File: src/rtl/sf_sync_fifo_if.sv
// sf_sync_fifo_if
// Streaming handshake bundle for sf_sync_fifo.
//   in_valid/in_ready/in_data    : producer -> FIFO write channel
//   out_valid/out_ready/out_data : FIFO -> consumer read channel
// Modports:
//   master : environment side (drives the write channel, consumes the read channel)
//   slave  : FIFO side
interface sf_sync_fifo_if #(
    parameter int DATA_W = 8
);
    logic              in_valid;
    logic              in_ready;
    logic [DATA_W-1:0] in_data;
    logic              out_valid;
    logic              out_ready;
    logic [DATA_W-1:0] out_data;

    modport master (
        output in_valid, in_data, out_ready,
        input  in_ready, out_valid, out_data
    );

    modport slave (
        input  in_valid, in_data, out_ready,
        output in_ready, out_valid, out_data
    );
endinterface

File: src/rtl/sf_sync_fifo.sv
// sf_sync_fifo
// Single-clock first-word-fall-through FIFO with valid/ready handshakes on
// both sides, almost-full/almost-empty flags and a synchronous flush.
// The registered output word counts toward level, so total capacity is DEPTH.
// Ports:
//   clk          : system clock, rising edge
//   rst          : asynchronous active-high reset
//   flush        : synchronous clear, wins over push and pop in the same cycle
//   bus          : sf_sync_fifo_if.slave (write and read handshake channels)
//   level        : words held, including the output register
//   almost_full  : level >= AFULL_TH
//   almost_empty : level <= AEMPTY_TH
// Optional build macro SF_FIFO_STATS_EN adds:
//   max_level    : high-watermark of level
//   stats_clr    : synchronous clear of max_level
module sf_sync_fifo #(
    parameter int DATA_W    = 8,
    parameter int DEPTH     = 16,
    parameter int AFULL_TH  = DEPTH - 2,
    parameter int AEMPTY_TH = 1,
    localparam int ADDR_W   = $clog2(DEPTH)
) (
    input  logic              clk,
    input  logic              rst,
    input  logic              flush,
    sf_sync_fifo_if.slave     bus,
    output logic [ADDR_W:0]   level,
    output logic              almost_full,
    output logic              almost_empty
`ifdef SF_FIFO_STATS_EN
    ,
    output logic [ADDR_W:0]   max_level,
    input  logic              stats_clr
`endif
);

    // Reject configurations the pointer arithmetic cannot support.
    if (DEPTH < 4 || DEPTH > 1024 || (DEPTH & (DEPTH - 1)) != 0) begin : g_bad_depth
        $error("sf_sync_fifo: DEPTH must be a power of two in 4..1024");
    end
    if (AFULL_TH > DEPTH) begin : g_bad_afull
        $error("sf_sync_fifo: AFULL_TH must not exceed DEPTH");
    end
    if (DATA_W < 1 || DATA_W > 64) begin : g_bad_width
        $error("sf_sync_fifo: DATA_W must be in 1..64");
    end

    localparam logic [ADDR_W:0]   LVL_ONE   = (ADDR_W + 1)'(1);
    localparam logic [ADDR_W:0]   LVL_DEPTH = (ADDR_W + 1)'(DEPTH);
    localparam logic [ADDR_W:0]   LVL_AFULL = (ADDR_W + 1)'(AFULL_TH);
    localparam logic [ADDR_W:0]   LVL_AEMPT = (ADDR_W + 1)'(AEMPTY_TH);
    localparam logic [ADDR_W-1:0] PTR_ONE   = ADDR_W'(1);

    logic [DATA_W-1:0] mem [DEPTH];
    logic [ADDR_W-1:0] wr_ptr, wr_ptr_n;
    logic [ADDR_W-1:0] rd_ptr, rd_ptr_n;
    logic [ADDR_W:0]   level_n;
    logic              out_valid_r, out_valid_n;
    logic [DATA_W-1:0] out_data_r, out_data_n;
    logic              push, pop, take, arr_empty, mem_we;

    // Ready and flags come from the registered level only, so a full FIFO
    // never accepts a word in the same cycle it pops one.
    assign bus.in_ready  = (level < LVL_DEPTH);
    assign bus.out_valid = out_valid_r;
    assign bus.out_data  = out_data_r;
    assign almost_full   = (level >= LVL_AFULL);
    assign almost_empty  = (level <= LVL_AEMPT);

    // Next-state logic. The array holds level minus the output word; the
    // output register refills from the array head, or straight from in_data
    // when the array is empty, whenever it is empty or being popped.
    always_comb begin
        push        = bus.in_valid & bus.in_ready;
        pop         = out_valid_r & bus.out_ready;
        take        = ~out_valid_r | pop;
        arr_empty   = (level == {{ADDR_W{1'b0}}, out_valid_r});
        wr_ptr_n    = wr_ptr;
        rd_ptr_n    = rd_ptr;
        level_n     = level;
        out_valid_n = out_valid_r;
        out_data_n  = out_data_r;
        mem_we      = 1'b0;

        if (flush) begin
            wr_ptr_n    = '0;
            rd_ptr_n    = '0;
            level_n     = '0;
            out_valid_n = 1'b0;
        end else begin
            if (take) begin
                if (!arr_empty) begin
                    out_data_n  = mem[rd_ptr];
                    rd_ptr_n    = rd_ptr + PTR_ONE;
                    out_valid_n = 1'b1;
                    mem_we      = push;
                end else if (push) begin
                    out_data_n  = bus.in_data;
                    out_valid_n = 1'b1;
                end else begin
                    out_valid_n = 1'b0;
                end
            end else begin
                mem_we = push;
            end

            if (mem_we) begin
                wr_ptr_n = wr_ptr + PTR_ONE;
            end

            case ({push, pop})
                2'b10:   level_n = level + LVL_ONE;
                2'b01:   level_n = level - LVL_ONE;
                default: level_n = level;
            endcase
        end
    end

    // Control state and the output register.
    always_ff @(posedge clk or posedge rst) begin
        if (rst) begin
            wr_ptr      <= '0;
            rd_ptr      <= '0;
            level       <= '0;
            out_valid_r <= 1'b0;
            out_data_r  <= '0;
        end else begin
            wr_ptr      <= wr_ptr_n;
            rd_ptr      <= rd_ptr_n;
            level       <= level_n;
            out_valid_r <= out_valid_n;
            out_data_r  <= out_data_n;
        end
    end

    // Storage array has no reset so it can map onto LSRAM.
    always_ff @(posedge clk) begin
        if (mem_we) begin
            mem[wr_ptr] <= bus.in_data;
        end
    end

`ifdef SF_FIFO_STATS_EN
    // High-watermark tracks the level being written at the same edge;
    // flush lowers level and so never touches it.
    always_ff @(posedge clk or posedge rst) begin
        if (rst) begin
            max_level <= '0;
        end else if (stats_clr) begin
            max_level <= '0;
        end else if (level_n > max_level) begin
            max_level <= level_n;
        end
    end
`endif

endmodule

File: src/flat_wrapper.sv
// flat-port wrapper written by rule: the top's interface ports become plain ports
module sf_sync_fifo_flat 
#(
    parameter int DATA_W    = 8,
    parameter int DEPTH     = 16,
    parameter int AFULL_TH  = DEPTH - 2,
    parameter int AEMPTY_TH = 1,
    localparam int ADDR_W   = $clog2(DEPTH)
)
  (clk, rst, flush, level, almost_full, almost_empty, bus_in_valid, bus_in_data, bus_out_ready, bus_in_ready, bus_out_valid, bus_out_data);
  sf_sync_fifo_if #(.DATA_W(DATA_W)) bus_i ();
  input  logic clk;
  input  logic rst;
  input  logic flush;
  output logic [ADDR_W:0] level;
  output logic almost_full;
  output logic almost_empty;
  input wire logic [$bits(bus_i.in_valid)-1:0] bus_in_valid;
  input wire logic [$bits(bus_i.in_data)-1:0] bus_in_data;
  input wire logic [$bits(bus_i.out_ready)-1:0] bus_out_ready;
  output wire logic [$bits(bus_i.in_ready)-1:0] bus_in_ready;
  output wire logic [$bits(bus_i.out_valid)-1:0] bus_out_valid;
  output wire logic [$bits(bus_i.out_data)-1:0] bus_out_data;
  assign bus_i.in_valid = bus_in_valid;
  assign bus_i.in_data = bus_in_data;
  assign bus_i.out_ready = bus_out_ready;
  assign bus_in_ready = bus_i.in_ready;
  assign bus_out_valid = bus_i.out_valid;
  assign bus_out_data = bus_i.out_data;
  sf_sync_fifo #(.DATA_W(DATA_W), .DEPTH(DEPTH), .AFULL_TH(AFULL_TH), .AEMPTY_TH(AEMPTY_TH)) u_core (.clk(clk), .rst(rst), .flush(flush), .bus(bus_i), .level(level), .almost_full(almost_full), .almost_empty(almost_empty));
endmodule
File: config.mk
export PLATFORM = sky130hd
export DESIGN_NAME = sf_sync_fifo_flat
export DESIGN_NICKNAME = d
export VERILOG_FILES = /design/src/rtl/sf_sync_fifo_if.sv /design/src/rtl/sf_sync_fifo.sv /design/src/flat_wrapper.sv
export SDC_FILE = /design/constraint.sdc
export NUM_CORES = 1
export LEC_CHECK = 0
export CAP_MARGIN = 40
export CORE_MARGIN = 2
export CORE_UTILIZATION = 45
export CTS_CLUSTER_DIAMETER = 30
export CTS_CLUSTER_SIZE = 40
export DETAILED_ROUTE_END_ITERATION = 10
export DONT_BUFFER_PORTS = 1
export GPL_ROUTABILITY_DRIVEN = 0
export MAX_ROUTING_LAYER = met4
export SLEW_MARGIN = 10
export SYNTH_ARGS = -nofsm -noshare
export SYNTH_HDL_FRONTEND = slang
export SYNTH_SLANG_ARGS = --single-unit
File: constraint.sdc
create_clock -name clk -period 2.34 [get_ports clk]
set_input_delay 0.234 -clock clk [delete_from_list [all_inputs] [get_ports clk]]
set_output_delay 0.234 -clock clk [all_outputs]
set_load 0.02 [all_outputs]
Yosys cells after proc, flatten, opt, wreduce, memory -nomap -nowiden
Memories as Yosys holds them, arrays and structs flattened.
Index checks and enable logic that the tools add are counted.
Word-level totals
  register bits after elaboration: 22
  bits in latches: 0
  RAM bits: 128
  memory bits (read-only): 0
  bits of input ports: 13
  output and inout port bits: 17
  memories: 1
Cells by class
  $add $sub $neg: 4
  multipliers: 0
  divide/modulo/power cells: 0
  order comparisons: 3
  equality and inequality tests: 5
  shift-type cells: 0
  mux-type cells: 19
  bitwise gates (word level): 5
  reduce and logical (&&, ||, !) cells: 5
Memory list
  u_core.mem: words 16, width 8, rd ports 1, clocked after Yosys merged registers in 0, wr ports 1, RTL line sf_sync_fifo.sv:54  | logic [DATA_W-1:0] mem [DEPTH];
Operators with widths (number)
  $mux W4: 5
  $mux W8: 2
  $mux W1: 10
  $pmux W5 S2: 1
  $add A4 B1 Y4 const B: 2
  $add A5 B1 Y5 const B: 1
  $eq A5 B1 Y1: 1
  $ge A5 B4 Y1 const B: 1
  $le A5 B1 Y1 const B: 1
  $lt A5 B5 Y1 const B: 1
  $mux W5: 1
  $sub A5 B1 Y5 const B: 1
  $reduce_bool A2 Y1: 2
  $reduce_and A3 Y1: 1
  $reduce_bool A3 Y1: 1
  $and A1 B1 Y1: 2
  $eq A2 B1 Y1 const B: 1
  $eq A2 B2 Y1 const B: 1
  $ne A2 B1 Y1 const B: 1
  $ne A2 B2 Y1 const B: 1
  $not A1 Y1: 2
  $reduce_and A2 Y1: 1
  $or A1 B1 Y1: 1

Longest topological paths before layout
Gate-level depths: netlist of the first run.
  word-level depth: 8
  gate-level depth with buffers: 7
  mapped depth without buffers: 5

Worst setup path after synthesis of the first run
No wires, ideal clock.
  path kind: register to register
  start: register u_core.level[4]
  end: memory u_core.mem[0][0], enable pin
  arrival time: 1.953 ns
  data required time: 1.957 ns
  slack: 0.004 ns
  cell stages (with the launch flop): 6
  path buffers: 0
  clock period less this slack: 2.336 ns
  path through: dfrtp_1 -> nand2b_1 -> a31oi_2 -> and2b_1 -> nand2_1 -> nor3_1
On the way
  longest elaborated chain between the ends: 8
  elaborated cells between the ends (all ways): 9
  classes of those cells: order compare (1); eq/ne (1); mux (6); bitwise (1)
RTL lines
  start: declaration: RTL line sf_sync_fifo.sv:27  | output logic [ADDR_W:0] level,
  start signal: assignment: RTL line sf_sync_fifo.sv:130  | level <= level_n;
  $lt A5 B5 Y1: RTL line sf_sync_fifo.sv:64  | assign bus.in_ready = (level < LVL_DEPTH);
  $and A1 B1 Y1: RTL line sf_sync_fifo.sv:74  | push = bus.in_valid & bus.in_ready;
  $mux W1: RTL line sf_sync_fifo.sv:92  | if (!arr_empty) begin
  $mux W1 (*): RTL line sf_sync_fifo.sv:91  | if (take) begin
  $mux W1 (*) (2 in a row): RTL line sf_sync_fifo.sv:85  | if (flush) begin
  $mux W1 (*): RTL line sf_sync_fifo.sv:138  | if (mem_we) begin
  $mux W1 (not written as such) (*): RTL line sf_sync_fifo.sv:139  | mem[wr_ptr] <= bus.in_data;
  end: declaration: RTL line sf_sync_fifo.sv:54
Mark *: on every way between the ends. The rest lies on a longest branch, timed or not. The select of a mux whose other input is x is not followed.

Worst setup path in the final report of the first run
  start: register u_core.out_valid_r (netlist: u_core.bus.out_valid)
  end: memory u_core.mem[13][0], enable pin
On the way
  longest elaborated chain between the ends: 7
  elaborated cells between the ends (all ways): 10
  classes of those cells: eq/ne (1); mux (6); bitwise (3)
RTL lines
  start: declaration: RTL line sf_sync_fifo.sv:58  | logic out_valid_r, out_valid_n;
  start signal: assignment: RTL line sf_sync_fifo.sv:131  | out_valid_r <= out_valid_n;
  $eq A5 B1 Y1 (tied with other cells): RTL line sf_sync_fifo.sv:77  | arr_empty = (level == {{ADDR_W{1'b0}}, out_valid_r});
  $mux W1 or $or A1 B1 Y1 (tied branches): RTL line sf_sync_fifo.sv:92, sf_sync_fifo.sv:76
  $mux W1 (*): RTL line sf_sync_fifo.sv:91
  $mux W1 (*) (2 in a row): RTL line sf_sync_fifo.sv:85
  $mux W1 (*): RTL line sf_sync_fifo.sv:138
  $mux W1 (not written as such) (*): RTL line sf_sync_fifo.sv:139
Marks and branches as above.

==> results.py, run 1 <==
metrics = {
    "placed_design": {
        "pre_cts_ws_ns": 0.131,
        "port_buffers": 0,
        "dp_hpwl_um": 8870,
        "place_inst": 598,
    },
    "grt": {
        "grtUsageTotal_pct": 21.1,
        "antenna_found_initial": 1,
        "grt_pass1_wl_um": 21400,
        "grt_max_degree": 35,
        "overflow": 0,
        "grt_pass1_vias": 3622,
    },
    "die": {
        "dieArea_sq_um": 14900,
        "initial_core_util_pct": 45.6,
        "io_pins": 30,
        "fp.coreArea_sq_um": 13800,
        "core.rowCount": 43,
        "dieWidth_um": 122,
        "die_h_um": 122,
    },
    "worst_setup_path": {
        "critPathTopFamily": "simple AND/OR/NAND/NOR gates",
        "critical_path_arrival_ns": 2.28,
        "critPathMaxFanout": 8,
        "worstSetupEndpointType": "register",
        "path_cells": "xnor2_1, a31oi_2, and2b_1, nand2_1, nor2_1",
        "worst_path_largest_cell_delay_ns": 0.67,
        "crit_required_ns": 2.39,
        "cp_slowest_cell": "nor2_1",
        "startpoint_type": "register",
        "worstSetupPathType": "register to register",
        "crit_buf_inv": 0,
    },
    "power_and_ir_drop": {
        "power_uw": 7530,
        "sequentialPowerShare_pct": 43.4,
        "internal_power_uw": 5340,
        "p_comb_share_pct": 21.2,
        "total_leakage_power_uw": 0.00243,
        "power_switching_share_pct": 29.0,
        "p_sw_uw": 2190,
        "p_per_area_nw_per_um2": 1030,
        "power.share.clock_pct": 35.4,
        "peakVddDrop_mv": 0.614,
    },
    "clock_tree": {
        "post-cts-setup-buffer-count": 0,
        "post_cts_resized": 0,
        "clk_path_buf_depth": 2,
        "clkLatencyLatePin_ns": 0.43,
        "cts_tree": "built",
        "clock-root-buffer": "clkbuf_16",
        "cts-buffers-inserted": 17,
        "htree_levels": 4,
        "clkTransAtPathRegs_ns": 0.06,
        "cts_sinks": 150,
        "ctsHoldBuffers": 10,
    },
    "sta": {
        "grt_setup_unrepaired": "no",
        "finClkSkew_ns": 0.00785,
        "fmax_ghz": 0.449,
        "finalSetupViolations": 0,
        "hold_violations": 0,
        "finalCriticalPeriod_ns": 2.23,
        "finalSetupTns_ns": 0,
        "post-route-period-util_pct": 95.3,
        "setup_slack_ns": 0.111,
        "max_slew_margin_pct": 43.8,
        "slew_viol_final": 0,
        "worst_pin_slew_ns": 0.841,
    },
    "outcome": {
        "status": "completed",
    },
    "routing": {
        "first_pass_iters": 5,
        "viasPerCell": 5.57,
        "drt_iter0_drc": 340,
        "drc": 0,
        "wirelength_um": 14100,
        "antenna_left": 0,
        "post_drt_wl_per_cell_um": 22.0,
        "vias": 3570,
    },
    "yosys": {
        "synth_cells": 413,
        "syn_nets": 434,
        "syn_area_sq_um": 6290,
        "synth_seq_cells": 150,
        "synth.yosys.seq_area_share_pct": 69.9,
        "yosys_warnings": 0,
        "synth.avg_cell_area_sq_um": 15.2,
        "ys_types": 40,
    },
    "final_layout": {
        "syn_to_final_growth_pct": 16.5,
        "fin_nets": 468,
        "final_common_cell": "edfxtp_1",
        "utilization_pct": 53.2,
        "mostFrequentLayoutCells": "128 x edfxtp_1, 64 x mux2i_1, 40 x nor2_1",
        "drive_gt1_share_pct": 13.7,
        "final_cell_count_no_fill": 641,
    },
    "job": {
        "maxCapViolCount": 0,
    },
    "worst_hold_path": {
        "hold_class": "input port to register",
    },
}
==> synth_stat cells (all sizes together) <==
cell	number	area share, %
and2b	1	0.12
inv	6	0.36
nor4	1	0.20
a211oi	2	0.44
and3	2	0.20
nor2b	7	0.70
o211ai	1	0.12
ha	8	1.6
nor2	40	2.4
o211a	1	0.16
a32oi	1	0.14
xor2	5	0.70
a21oi	6	0.48
clkbuf	3	0.18
nand4	1	0.10
dfrtp	22	8.8
and2	3	0.34
buf	20	1.8
a22o	7	0.98
a22oi	27	3.3
a221oi	7	0.98
a311oi	1	0.14
nor3	5	0.40
mux2	1	0.18
a31oi	10	1.1
maj3	1	0.16
xnor2	5	0.70
nand3	9	0.72
mux2i	64	10
nand2b	4	0.40
edfxtp	128	61
o21ai	2	0.16
nand2	12	0.72
==> layout make-up <==
cell class / count / area (sq um)
antenna: 1 / 2.50
clock inverter: 6 / 66.3
sequential: 150 / 4400
inverter: 6 / 22.5
timing repair buffer: 38 / 343
tap: 180 / 225
fill: 1141 / 6450
clock buffer: 26 / 522
multi-input combinational: 234 / 1750
==> per-stage QoR <==
stage | area, sq um | hold slack, ns
after global placement | 6610 | 0.299
after floorplan | 6290 | 0.223
after global routing | 7320 | 0.0685
after detailed placement | 6630 | 0.108
final | 7320 | 0.0568
after CTS | 7320 | 0.0428
==> power groups by stage <==
stage	logic, uW	clock network (uW)	registers [uW]
6_report	1600	2660	3270
5_1_grt	1730	2810	3290
4_1_cts	1590	2700	3270
3_5_place_dp	1530	0	3320
3_3_place_gp	1510	0	3310
2_1_floorplan	1100	0	3290
==> path summary, 6_finish.rpt <==
path,from,end,slack [ns],depth (start not counted)
max,u_core.bus.out_valid,u_core.mem[13][0],0.11,5
min,bus_in_data[0],u_core.bus.out_data[0],0.06,2
max reg2reg,u_core.bus.out_valid,u_core.mem[13][0],0.11,5
min reg2reg,u_core.rd_ptr[3],u_core.rd_ptr[3],0.58,2
max in group asynchronous,rst,u_core.wr_ptr[0],1.71,3
min in group asynchronous,rst,u_core.level[2],0.23,2
==> sequential cells by signal (all words and copies together), names as in the netlist <==
| register | cells |
|---|---|
| u_core.wr_ptr | 4 |
| u_core.level | 5 |
| u_core.bus.out_valid | 1 |
| u_core.mem | 128 |
| u_core.bus.out_data | 8 |
| u_core.rd_ptr | 4 |
==> kinds of logic after synthesis <==
family                     share of synthesized area [%]
AOI/OAI and AO/OA                                   7.98
and+or+nand+nor                                     6.27
muxes                                               10.4
xor gates and xnor gates                            1.39
DFF                                                 69.9
adders and majority gates                           1.75
buffers and inverters                               2.35
==> per-layer routing <==
layer / up-vias / global-route usage [%] / share of wire [%]
li1: 1657 / - / -
met1: 1777 / 27.9 / 47
met2: 112 / 31.2 / 46
met3: 24 / 5.20 / 5.7
met4: 0 / 9.05 / 2.2
met5: - / - / 0
No activity file was read; power rests on OpenSTA's default activity.
==> inputs of run 2 (changes only) <==
Settings changed: CAP_MARGIN 40 to 20, SKIP_LAST_GASP set to 1.
==> run 2 against run 1 <==
Wire length decreased by 0.96%. Combinational power barely moved. Total power decreased by 0.85%. Utilization shrank 0.33 points. First-iteration DRC count fell by 6.5%. Sequential power barely moved. Non-clock buffer count shrank 1. Flip-flop and latch count is the same. Sequential share of layout area up 0.37 points. Largest cell class unchanged.
==> results.py, run 2 (same netlist as run 1, synthesis figures left out) <==
metrics = {
    "final_layout": {
        "drive_gt1_share_pct": 14.4,
        "syn_to_final_growth_pct": 15.8,
        "largest-register": "u_core.mem",
        "largest_register_ffs": 128,
        "final_common_cell": "edfxtp_1",
        "mostFrequentLayoutCells": "128 x edfxtp_1, 64 x mux2i_1, 38 x nor2_1",
        "fin_nets": 467,
        "utilization_pct": 52.8,
        "design_area_sq_um": 7280,
        "multi_input_comb_area_sq_um": 1750,
        "seq_area_sq_um": 4400,
        "fillCellCount": 1156,
        "final_cell_count_no_fill": 640,
    },
    "die": {
        "dieArea_sq_um": 14900,
        "die_h_um": 122,
        "fp.coreArea_sq_um": 13800,
        "dieWidth_um": 122,
        "core.rowCount": 43,
        "initial_core_util_pct": 45.6,
        "io_pins": 30,
    },
    "routing": {
        "antenna_left": 0,
        "wirelength_um": 13900,
        "wl_met1_um": 6470,
        "dr_wl_met3_um": 794,
        "vias": 3583,
        "first_pass_iters": 5,
        "viasPerCell": 5.60,
        "drc": 0,
        "drt_iter0_drc": 318,
        "dr.max_layer_used": "met4",
        "post_drt_wl_per_cell_um": 21.8,
        "wl_met2_um": 6470,
    },
    "worst_setup_path": {
        "startpoint_type": "register",
        "worst_path_largest_cell_delay_ns": 0.60,
        "cp_slowest_cell": "nor2_1",
        "critPathTopFamily": "simple AND/OR/NAND/NOR gates",
        "critPathMaxFanout": 8,
        "critical_path_arrival_ns": 2.20,
        "crit_required_ns": 2.39,
        "path_cells": "nand2b_1, a31oi_2, and2b_1, nand2_1, nor2_1",
        "worstSetupPathType": "register to register",
        "crit_buf_inv": 0,
        "worstSetupEndpointType": "register",
    },
    "placed_design": {
        "pre_cts_ws_ns": 0.111,
        "dp_hpwl_um": 8790,
        "place_inst": 597,
        "port_buffers": 0,
        "dpl_cell_area_sq_um": 6610,
    },
    "sta": {
        "grt_setup_unrepaired": "no",
        "setup_slack_ns": 0.191,
        "finalCriticalPeriod_ns": 2.15,
        "finalSetupTns_ns": 0,
        "post-route-period-util_pct": 91.9,
        "finalSetupViolations": 0,
        "fmax_ghz": 0.465,
        "max_slew_margin_pct": 42.5,
        "hold_violations": 0,
        "finClkSkew_ns": 0.00504,
        "slew_viol_final": 0,
        "worst_pin_slew_ns": 0.862,
    },
    "clock_tree": {
        "clk_path_buf_depth": 2,
        "htree_levels": 4,
        "cts_sinks": 150,
        "post-cts-setup-buffer-count": 0,
        "cts-buffers-inserted": 17,
        "clkLatencyLatePin_ns": 0.42,
        "cts_tree": "built",
        "clkTransAtPathRegs_ns": 0.06,
        "clock-root-buffer": "clkbuf_16",
    },
    "grt": {
        "grtUsageTotal_pct": 20.9,
        "grt_pass1_wl_um": 21300,
        "grt_pass1_vias": 3589,
        "grt_max_degree": 35,
        "overflow": 0,
        "antenna_found_initial": 1,
    },
    "worst_hold_path": {
        "hold_class": "input port to register",
    },
    "job": {
        "maxCapViolCount": 0,
    },
    "power_and_ir_drop": {
        "total_leakage_power_uw": 0.00241,
        "peakVddDrop_mv": 0.574,
        "p_per_area_nw_per_um2": 1030,
    },
    "outcome": {
        "status": "completed",
    },
}
## run 2: routing by layer
layer  vias to the layer above  global-route usage [%]
met1                      1811                    27.3
met5                         -                       -
met4                         0                    8.69
li1                       1646                       -
met3                        17                    5.57
met2                       109                    30.9
## run 2: per-stage QoR
step           hold WS, ns  power (uW)
2_1_floorplan        0.223        4380
3_3_place_gp         0.299        4830
3_5_place_dp         0.303        4850
4_1_cts             0.0450        7490
5_1_grt             0.0683        7760
6_report            0.0625        7460
## run 2: power by group
| part | switching [uW] | internal (uW) | total [uW] |
|---|---|---|---|
| Sequential | 218 | 3050 | 3270 |
| Combinational | 955 | 642 | 1600 |
| Clock | 1040 | 1560 | 2600 |
## run 2: worst register-to-register path, stage by stage, from the launching register on
cell	delay (ns)
dfrtp_1	0.41
nand2b_1	0.18
a31oi_2	0.22
and2b_1	0.22
nand2_1	0.16
nor2_1	0.60
## run 2: final timing paths
| kind | endpoint | slack [ns] | cells past startpoint | start |
|---|---|---|---|---|
| min in group asynchronous | u_core.bus.out_data[6] | 0.44 | 2 | rst |
| min | u_core.level[4] | 0.06 | 2 | flush |
| max | u_core.mem[5][5] | 0.19 | 5 | u_core.level[4] |
| max reg2reg | u_core.mem[5][5] | 0.19 | 5 | u_core.level[4] |
| min reg2reg | u_core.rd_ptr[3] | 0.59 | 2 | u_core.rd_ptr[3] |
| max in group asynchronous | u_core.rd_ptr[2] | 1.31 | 2 | rst |
## run 2: area by class of cell
type | count | area share [%]
antenna | 1 | 0.0344
clock buffer | 19 | 5.95
clock inverter | 13 | 1.82
inverter | 6 | 0.309
multi-input combinational | 234 | 24.1
sequential | 150 | 60.4
tap | 180 | 3.09
timing repair buffer | 37 | 4.33
## run 2: repair_timing
| item | in CTS | in global routing |
|---|---|---|
| endpoints found under the setup margin | 0 | 16 |
| gates resized for setup | 0 | 2 |
| hold buffers | 10 | 0 |
| hold endpoints to repair | 163 | 0 |
